[config.mk]
export PLATFORM = sky130hd
export DESIGN_NAME = nibble_serial_add_ctrl
export DESIGN_NICKNAME = d
export VERILOG_FILES = /design/src/rtl/nibble_add_pkg.sv /design/src/rtl/FullAdder_4bit.sv /design/src/rtl/nibble_serial_add_ctrl.sv
export SDC_FILE = /design/constraint.sdc
export NUM_CORES = 1
export LEC_CHECK = 0
export BUFFER_PORTS_ARGS = -buffer_cell sky130_fd_sc_hd__clkbuf_2
export CORE_MARGIN = 5
export CORE_UTILIZATION = 47
export CTS_CLUSTER_DIAMETER = 120
export DETAILED_ROUTE_END_ITERATION = 16
export HOLD_SLACK_MARGIN = 0.05
export PLACE_DENSITY = 0.79
export SYNTH_ARGS = -nofsm -noshare
export SYNTH_HDL_FRONTEND = slang
export SYNTH_SLANG_ARGS = --single-unit
[constraint.sdc]
create_clock -name clk -period 1.4 [get_ports clk]
set_input_delay 0 -clock clk [delete_from_list [all_inputs] [get_ports clk]]
set_output_delay 0 -clock clk [all_outputs]
set_load 0.03 [all_outputs]
[src/rtl/nibble_add_pkg.sv]
// rtl/nibble_add_pkg.sv - shared types and constants for the nibble-serial adder
//
// Purpose: FSM state encoding and slice width used by nibble_serial_add_ctrl.
// Ports: none (package).
package nibble_add_pkg;

    localparam int NIBBLE_W = 4;

    typedef enum logic [1:0] {
        IDLE,
        RUN,
        DONE
    } nas_state_t;

endpackage

[src/rtl/FullAdder_4bit.sv]
// rtl/FullAdder_4bit.sv - 4-bit carry-lookahead adder slice
//
// Purpose: combinational 4-bit add with all carries computed from
//          generate/propagate terms rather than rippled.
// Ports:
//   a_i, b_i  in  4  operand nibbles
//   c_i       in  1  carry-in
//   s_o       out 4  sum nibble
//   c_o       out 1  lookahead carry-out
module FullAdder_4bit (
    input  logic [3:0] a_i,
    input  logic [3:0] b_i,
    input  logic       c_i,
    output logic [3:0] s_o,
    output logic       c_o
);

    logic [3:0] g;
    logic [3:0] p;
    logic [4:0] c;

    always_comb begin
        g    = a_i & b_i;
        p    = a_i ^ b_i;
        c[0] = c_i;
        c[1] = g[0] | (p[0] & c_i);
        c[2] = g[1] | (p[1] & g[0]) | (p[1] & p[0] & c_i);
        c[3] = g[2] | (p[2] & g[1]) | (p[2] & p[1] & g[0])
             | (p[2] & p[1] & p[0] & c_i);
        c[4] = g[3] | (p[3] & g[2]) | (p[3] & p[2] & g[1])
             | (p[3] & p[2] & p[1] & g[0])
             | (p[3] & p[2] & p[1] & p[0] & c_i);
        s_o  = p ^ c[3:0];
        c_o  = c[4];
    end

endmodule

[src/rtl/nibble_serial_add_ctrl.sv]
// rtl/nibble_serial_add_ctrl.sv - nibble-serial WIDTH-bit adder sequencer
//
// Purpose: time-shares one FullAdder_4bit slice to add two WIDTH-bit operands,
//          one nibble per clock LSB first, with a registered inter-nibble carry.
// Optional: macro NIBBLE_ADD_SUB_EN adds input 'sub' (a - b when set at accept).
// Ports:
//   clk        in  1      rising-edge clock
//   rst        in  1      synchronous active-high reset
//   in_valid   in  1      operands valid
//   in_ready   out 1      operands accepted this cycle when in_valid is high
//   a_in, b_in in  WIDTH  operands
//   c_in       in  1      carry-in for nibble 0
//   sub        in  1      (NIBBLE_ADD_SUB_EN only) subtract request
//   out_valid  out 1      result valid
//   out_ready  in  1      consumer accepts result
//   sum        out WIDTH  registered result
//   c_out      out 1      carry out of the top nibble (1 = no borrow when subtracting)
//   busy       out 1      operation in flight (RUN or DONE)
module nibble_serial_add_ctrl
    import nibble_add_pkg::*;
#(
    parameter int WIDTH = 16
) (
    input  logic             clk,
    input  logic             rst,
    input  logic             in_valid,
    output logic             in_ready,
    input  logic [WIDTH-1:0] a_in,
    input  logic [WIDTH-1:0] b_in,
    input  logic             c_in,
`ifdef NIBBLE_ADD_SUB_EN
    input  logic             sub,
`endif
    output logic             out_valid,
    input  logic             out_ready,
    output logic [WIDTH-1:0] sum,
    output logic             c_out,
    output logic             busy
);

    localparam int NIBBLES = WIDTH / NIBBLE_W;
    localparam int CNT_W   = $clog2(NIBBLES);
    localparam logic [CNT_W-1:0] LAST_CNT = CNT_W'(NIBBLES - 1);

    if ((WIDTH % NIBBLE_W) != 0 || WIDTH < 8) begin : g_bad_width
        $error("nibble_serial_add_ctrl: WIDTH must be a multiple of 4 and >= 8");
    end

    nas_state_t       state_q, state_d;
    logic [CNT_W-1:0] cnt_q, cnt_d;
    logic [WIDTH-1:0] a_sh_q, a_sh_d;
    logic [WIDTH-1:0] b_sh_q, b_sh_d;
    logic [WIDTH-1:0] sum_sh_q, sum_sh_d;
    logic             carry_q, carry_d;

    logic [NIBBLE_W-1:0] slice_s;
    logic                slice_c;
    logic [WIDTH-1:0]    b_cap;
    logic                carry_cap;

    FullAdder_4bit u_slice (
        .a_i (a_sh_q[NIBBLE_W-1:0]),
        .b_i (b_sh_q[NIBBLE_W-1:0]),
        .c_i (carry_q),
        .s_o (slice_s),
        .c_o (slice_c)
    );

    // Subtraction is a + ~b + 1: invert b at capture and force the carry-in.
`ifdef NIBBLE_ADD_SUB_EN
    assign b_cap     = sub ? ~b_in : b_in;
    assign carry_cap = sub ? 1'b1 : c_in;
`else
    assign b_cap     = b_in;
    assign carry_cap = c_in;
`endif

    assign in_ready  = (state_q == IDLE) && !rst;
    assign out_valid = (state_q == DONE);
    assign busy      = (state_q != IDLE);
    // Both registers are frozen in DONE, so the result cannot glitch.
    assign sum       = sum_sh_q;
    assign c_out     = carry_q;

    always_comb begin
        state_d  = state_q;
        cnt_d    = cnt_q;
        a_sh_d   = a_sh_q;
        b_sh_d   = b_sh_q;
        sum_sh_d = sum_sh_q;
        carry_d  = carry_q;
        case (state_q)
            IDLE: begin
                if (in_valid && in_ready) begin
                    a_sh_d  = a_in;
                    b_sh_d  = b_cap;
                    carry_d = carry_cap;
                    cnt_d   = '0;
                    state_d = RUN;
                end
            end
            RUN: begin
                // Nibbles enter at the MSB end so after NIBBLES shifts the
                // first (least significant) nibble lands at bit 0.
                sum_sh_d = {slice_s, sum_sh_q[WIDTH-1:NIBBLE_W]};
                a_sh_d   = a_sh_q >> NIBBLE_W;
                b_sh_d   = b_sh_q >> NIBBLE_W;
                carry_d  = slice_c;
                cnt_d    = cnt_q + 1'b1;
                if (cnt_q == LAST_CNT) begin
                    cnt_d   = '0;
                    state_d = DONE;
                end
            end
            DONE: begin
                if (out_ready) begin
                    state_d = IDLE;
                end
            end
            default: state_d = IDLE;
        endcase
    end

    always_ff @(posedge clk) begin
        if (rst) begin
            state_q  <= IDLE;
            cnt_q    <= '0;
            a_sh_q   <= '0;
            b_sh_q   <= '0;
            sum_sh_q <= '0;
            carry_q  <= 1'b0;
        end else begin
            state_q  <= state_d;
            cnt_q    <= cnt_d;
            a_sh_q   <= a_sh_d;
            b_sh_q   <= b_sh_d;
            sum_sh_q <= sum_sh_d;
            carry_q  <= carry_d;
        end
    end

endmodule

== Word-level counts from Yosys, hierarchy flattened ==
Cells that the tools add are included.
Operators by class
  add/subtract/negate cells: 1
  bitwise gates (word level): 29
  multiplexer cells: 13
  reductions and logical operators: 8
  eq/ne operators: 6
Operators by type and width (count)
  $pmux 16 s2: 2
  $mux 16: 2
  $and 1x1->1: 16
  $mux 2: 5
  $or 1x1->1: 10
  $xor 4x4->4: 2
  $pmux 2 s3: 1
  $and 4x4->4: 1
  $eq 2x2->1 const B: 2
  $ne 2x1->1 const B: 2
  $pmux 2 s2: 1
  $reduce_bool 2->1: 2
  $reduce_and 3->1: 1
  $add 2x1->2 const B: 1
  $eq 2x1->1 const B: 1
  $logic_and 1x1->1: 2
  $logic_not 2->1: 1
  $ne 2x2->1 const B: 1
  $pmux 1 s2: 1
  $reduce_and 2->1: 1
  $logic_not 1->1: 1
  $mux 1: 1
Storage, ports and cells
  flip-flop bits (word level): 53
  output and inout bits: 20
  input bits: 37
  logic and storage cells: 63

== Logic depth before layout (Yosys ltp) ==
  depth after elaboration: 7
  depth in mapped cells: 6
  gate-level depth less buffers: 5

== Hierarchy ==
From an unflattened synthesis, not the netlist that was laid out.
Unflattened totals
  cell total of the unflattened synthesis: 259
  area total of the unflattened synthesis: 2434.8 sq um
Modules (own cells, without submodules)
  nibble_serial_add_ctrl: times used 1, cells each 242, area each 2287.2 sq um, seq. area each 1061.0 sq um
  FullAdder_4bit: times used 1, cells each 17, area each 147.6 sq um, seq. area each 0.0 sq um

== Least setup slack after synthesis ==
OpenSTA, ideal clock, no wires.
  kind: register to register
  start point: register carry_q (netlist: c_out)
  end point: register sum_sh_q[13] (netlist: sum[13])
  buffers on the path: 0
  arrival time: 1.384 ns
  cell stages (with the launch flop): 6
  setup slack: -0.054 ns
  required time: 1.330 ns
  library setup time: 0.070 ns
  period minus slack after synthesis: 1.454 ns
  path through: dfxtp_1 inv_1 fa_1 xnor2_1 nand2_1 a21oi_1
Between the ends
  cells in the longest elaborated chain, start to end: 3
RTL lines
  start: declaration: line nibble_serial_add_ctrl.sv:54  | logic carry_q, carry_d;
  start signal: assignment: line nibble_serial_add_ctrl.sv:138  | carry_q <= carry_d;
  $and 1x1->1: line FullAdder_4bit.sv:26  | c[1] = g[0] | (p[0] & c_i);
  $or 1x1->1: line FullAdder_4bit.sv:26
  $xor 4x4->4: line FullAdder_4bit.sv:33  | s_o = p ^ c[3:0];
  end signal: assignment: line nibble_serial_add_ctrl.sv:137  | sum_sh_q <= sum_sh_d;
  end: declaration: line nibble_serial_add_ctrl.sv:53  | logic [WIDTH-1:0] sum_sh_q, sum_sh_d;
Every way passes these cells.
A chain may end at the register's enable or synchronous reset.

== Worst setup path after layout ==
  start point: register a_sh_q[0]
  end point: register carry_q (netlist: c_out)
Between the ends
  cells in the longest elaborated chain, start to end: 5
  elaborated cells between the ends (all ways): 8
  classes of those cells: mux (1); bitwise (7)
RTL lines
  start: declaration: line nibble_serial_add_ctrl.sv:51  | logic [WIDTH-1:0] a_sh_q, a_sh_d;
  start signal: assignment: line nibble_serial_add_ctrl.sv:135  | a_sh_q <= a_sh_d;
  $and 4x4->4 or $xor 4x4->4 (tied branches): line FullAdder_4bit.sv:23, FullAdder_4bit.sv:24
  $and 1x1->1, on equally long branches: line FullAdder_4bit.sv:31, FullAdder_4bit.sv:32
  $or 1x1->1 or $and 1x1->1 (tied branches): line FullAdder_4bit.sv:31, FullAdder_4bit.sv:32
  $or 1x1->1 *: line FullAdder_4bit.sv:32  | | (p[3] & p[2] & p[1] & p[0] & c_i);
  $pmux 1 s2 *: line nibble_serial_add_ctrl.sv:92  | case (state_q)
Every way passes the cells marked *; elsewhere a longest branch is shown, timed or not.

==> run_results.csv <==
group,metric,value,unit
placed_design,dp_hpwl,3.502,mm
pwr,p_sw,0.001002,W
floorplanning,core,4661,sq um
flow_run,maxCapViolations,0,
setup_path,worstPathMaxFanout,3,
cts,clock_path_buffers,2,
timing,setup_total_negative_slack,0,ns
cts,cts_tree,"yes",
timing,fmax,723.5,MHz
logic_synthesis,synthTopCellsByCount,"77 x nand2_1, 53 x dfxtp_1, 45 x nor2_1, 24 x a311oi_1, 17 x a21oi_1",
logic_synthesis,synth_flop_cell,"dfxtp_1",
cts,insertion_delay,0.31,ns
global_route,grt_start_max_net_pins,49,
logic_synthesis,ys_seq_area_share,47.37,%
global_route,grt_pass1_vias,2027,
logic_synthesis,yosys.cell_count.top_type,"nand2_1",
final_layout,final_nets,415,
pwr,switching_share,28.50,%
setup_path,max_stage_delay,0.34,ns
timing,layout_setup_ws,0.01778,ns
cts,path_clk_slew,0.09,ns
global_route,grt_antenna_before_repair,0,
cts,clock-sinks,53,
final_layout,fillCellCount,365,
logic_synthesis,synth_seq_cells,53,
routing,drc,0,
floorplanning,dieHeight,79.03,um
pwr,powerDensity,1094,nW/um^2
logic_synthesis,synth_top_area_cell,"dfxtp_1",
global_route,grt.total_usage,18.47,%
pwr,ir_worst_vdd,796.7,uV
floorplanning,die_w,79.03,um
setup_path,crit_path_start_kind,"flip-flop",
final_layout,drive_gt1_share,26.27,%
pwr,p_leak,1.356,nW
routing,dr_total_vias,2256,
setup_path,critPathArrivalTime,1.57,ns
routing,first_iter_violations,94,
pwr,internal_power,0.002514,W
timing,min_period,1.382,ns
routing,vias_per_cell,5.283,
cts,cts_buffers,5,
logic_synthesis,synthCells,281,
final_layout,seqCellArea,1071,sq um
setup_path,worstPathCellList,"ha_4, a211oi_4, nor3b_2, nor4_1, nor4_1",
logic_synthesis,postSynth.asyncResetShare,0,%
setup_path,cp_slowest_cell,"dfxtp_2",
timing,hold_viol_final,0,
placed_design,io_buffers,56,
status,status,"finished, final reports clean",
routing,firstDrtPassIters,4,
logic_synthesis,mappedNetlistArea,2240,sq um
placed_design,gp_congestion,0.7599,
cts,h-tree-depth,2,
setup_path,end_kind,"flip-flop",
floorplanning,dieArea,6246,sq um
timing,setup_viol_count_final,0,
floorplanning,rows,25,
logic_synthesis,synthTopCellsByArea,"dfxtp_1 47%, nand2_1 13%, a311oi_1 9.4%, nor2_1 7.5%, a21oi_1 3.8%",
logic_synthesis,synth_edf_count,0,
routing,final_antenna_net_count,0,
logic_synthesis,synth_area_per_cell,7.970,sq um
floorplanning,pin_count,57,
cts,root_buffer,"clkbuf_8",
pwr,comb_power_share,21.2,%
timing,skew,0.01631,ns
placed_design,dp_slack,-0.09950,ns
pwr,p_clk_share,30.7,%
global_route,grt_pass1_wl,9.142,mm
pwr,seq_power_share,48.2,%
routing,wl_per_cell,14.11,um
final_layout,post-route-util,68.94,%
timing,finalCritPeriodShare,98.73,%
final_layout,n_antenna_cell,0,
timing,tightestPinTransition,0.4556,ns
setup_path,cp_common_cell,"nor4_1",
global_route,grt_overflow,0,
final_layout,syn_to_final_growth,43.46,%
timing,drv_slew,0,
logic_synthesis,synth_cell_types,28,
min_path,hp-class,"primary input to flip-flop",
timing,rsz0062_at_grt,"true",
pwr,power.total,0.003517,W
logic_synthesis,syn_nets,324,
logic_synthesis,ys_warn_count,0,
routing,wirelength,6.026,mm
timing,slew_headroom,69.63,%
setup_path,crit_type,"flip-flop to flip-flop",
logic_synthesis,synth_top_area_share,47.37,%
final_layout,multi_input_area,1135,sq um
floorplanning,start_util,48.05,%
setup_path,required,1.59,ns
==> stage by stage <==
step / std cells / cell area [sq um] / hold slack [ns]
after global placement: 381 / 2618 / 0.2354
after floorplan: 281 / 2241 / 0.1483
after global routing: 427 / 3213 / 0.1345
after CTS: 423 / 3094 / 0.1070
final: 427 / 3213 / 0.1142
after detailed placement: 381 / 2618 / 0.2452
==> state kept, by name (all words and copies together), names as in the netlist <==
| register | cells |
|---|---|
| a_sh_q | 16 |
| b_sh_q | 16 |
| sum | 16 |
| cnt_q | 2 |
| state_q | 2 |
| c_out | 1 |
==> critical path, delay by kind of cell, from the launching register on <==
family	cells	cell delay (ns)
AOI/OAI and AO/OA	1	0.23
adders and majority gates	1	0.24
DFF	1	0.34
and+or+nand+nor	3	0.46
==> cell usage in the layout (no fill, tap or decap), drive strengths merged <==
cell type    synthesis  routed
nand2               77      77
clkbuf               6      61
dfxtp               53      53
nor2                46      46
dlygate4sd3          0      34
a311oi              24      24
a21oi               17      17
buf                 15      15
a22oi               10      10
inv                  7       8
ha                   5       5
nor3                 4       4
nand2b               2       2
nor4                 2       2
a211oi               2       2
nor3b                1       1
nor4b                1       1
a31oi                1       1
o211ai               1       1
o32ai                1       1
o21ai                1       1
and3                 1       1
nand3                1       1
o41ai                1       1
xnor2                1       1
fa                   1       1
bufinv               0       1
clkinv               0       1
==> layer usage <==
| layer | vias to the layer above | wire length, um | track usage, % | share of wire, % |
|---|---|---|---|---|
| met4 | 0 | 129 | 7.732 | 2.1 |
| met3 | 12 | 309 | 4.422 | 5.1 |
| met5 | - | 0 | 0 | 0 |
| met1 | 1030 | 2393 | 22.09 | 40 |
| li1 | 1147 | - | - | - |
| met2 | 67 | 3194 | 31.57 | 53 |
==> repair_timing <==
action                                 in CTS  in global routing
pin swaps                                   0                 10
cloned                                      0                  1
endpoints found under the hold margin      34                  0
hold buffers                               34                  0
resized for setup                           3                 20
setup endpoints to repair                   3                 24
buffers inserted                            0                  3
==> cells by family (layout without fill, tap and decap cells) <==
| kind of cell | after synthesis | after routing | synth area share, % |
|---|---|---|---|
| DFF | 53 | 53 | 47.37 |
| adders and majority gates | 6 | 6 | 3.687 |
| buffers and inverters | 28 | 120 | 5.754 |
| xor gates and xnor gates | 1 | 1 | 0.3911 |
| AOI/OAI and AO/OA | 58 | 58 | 18.83 |
| and+or+nand+nor | 135 | 135 | 23.97 |
==> worst paths after layout <==
kind / from / to / slack (ns) / cells after the start
min: rst / sum[13] / 0.11 / 3
min reg2reg: sum[2] / sum[2] / 0.46 / 2
max: a_sh_q[0] / c_out / 0.02 / 5
max reg2reg: a_sh_q[0] / c_out / 0.02 / 5
==> cell type report <==
type                       instances  share of cell area [%]
clock buffer                       5                   2.142
clock inverter                     3                   1.558
inverter                           7                  0.8178
multi-input combinational        200                   35.32
sequential                        53                   33.33
tap                               54                   2.103
timing repair buffer             105                   24.73
==> power by group through the flow <==
stage	Combinational, W	Sequential, W	Clock [W]
after floorplan	0.000367	0.00174	0
after global placement	0.000575	0.00171	0
after detailed placement	0.000587	0.00172	0
after CTS	0.000672	0.00168	0.00109
after global routing	0.000819	0.00171	0.00117
final	0.000744	0.00169	0.00108
No activity file was read; power rests on OpenSTA's default activity.
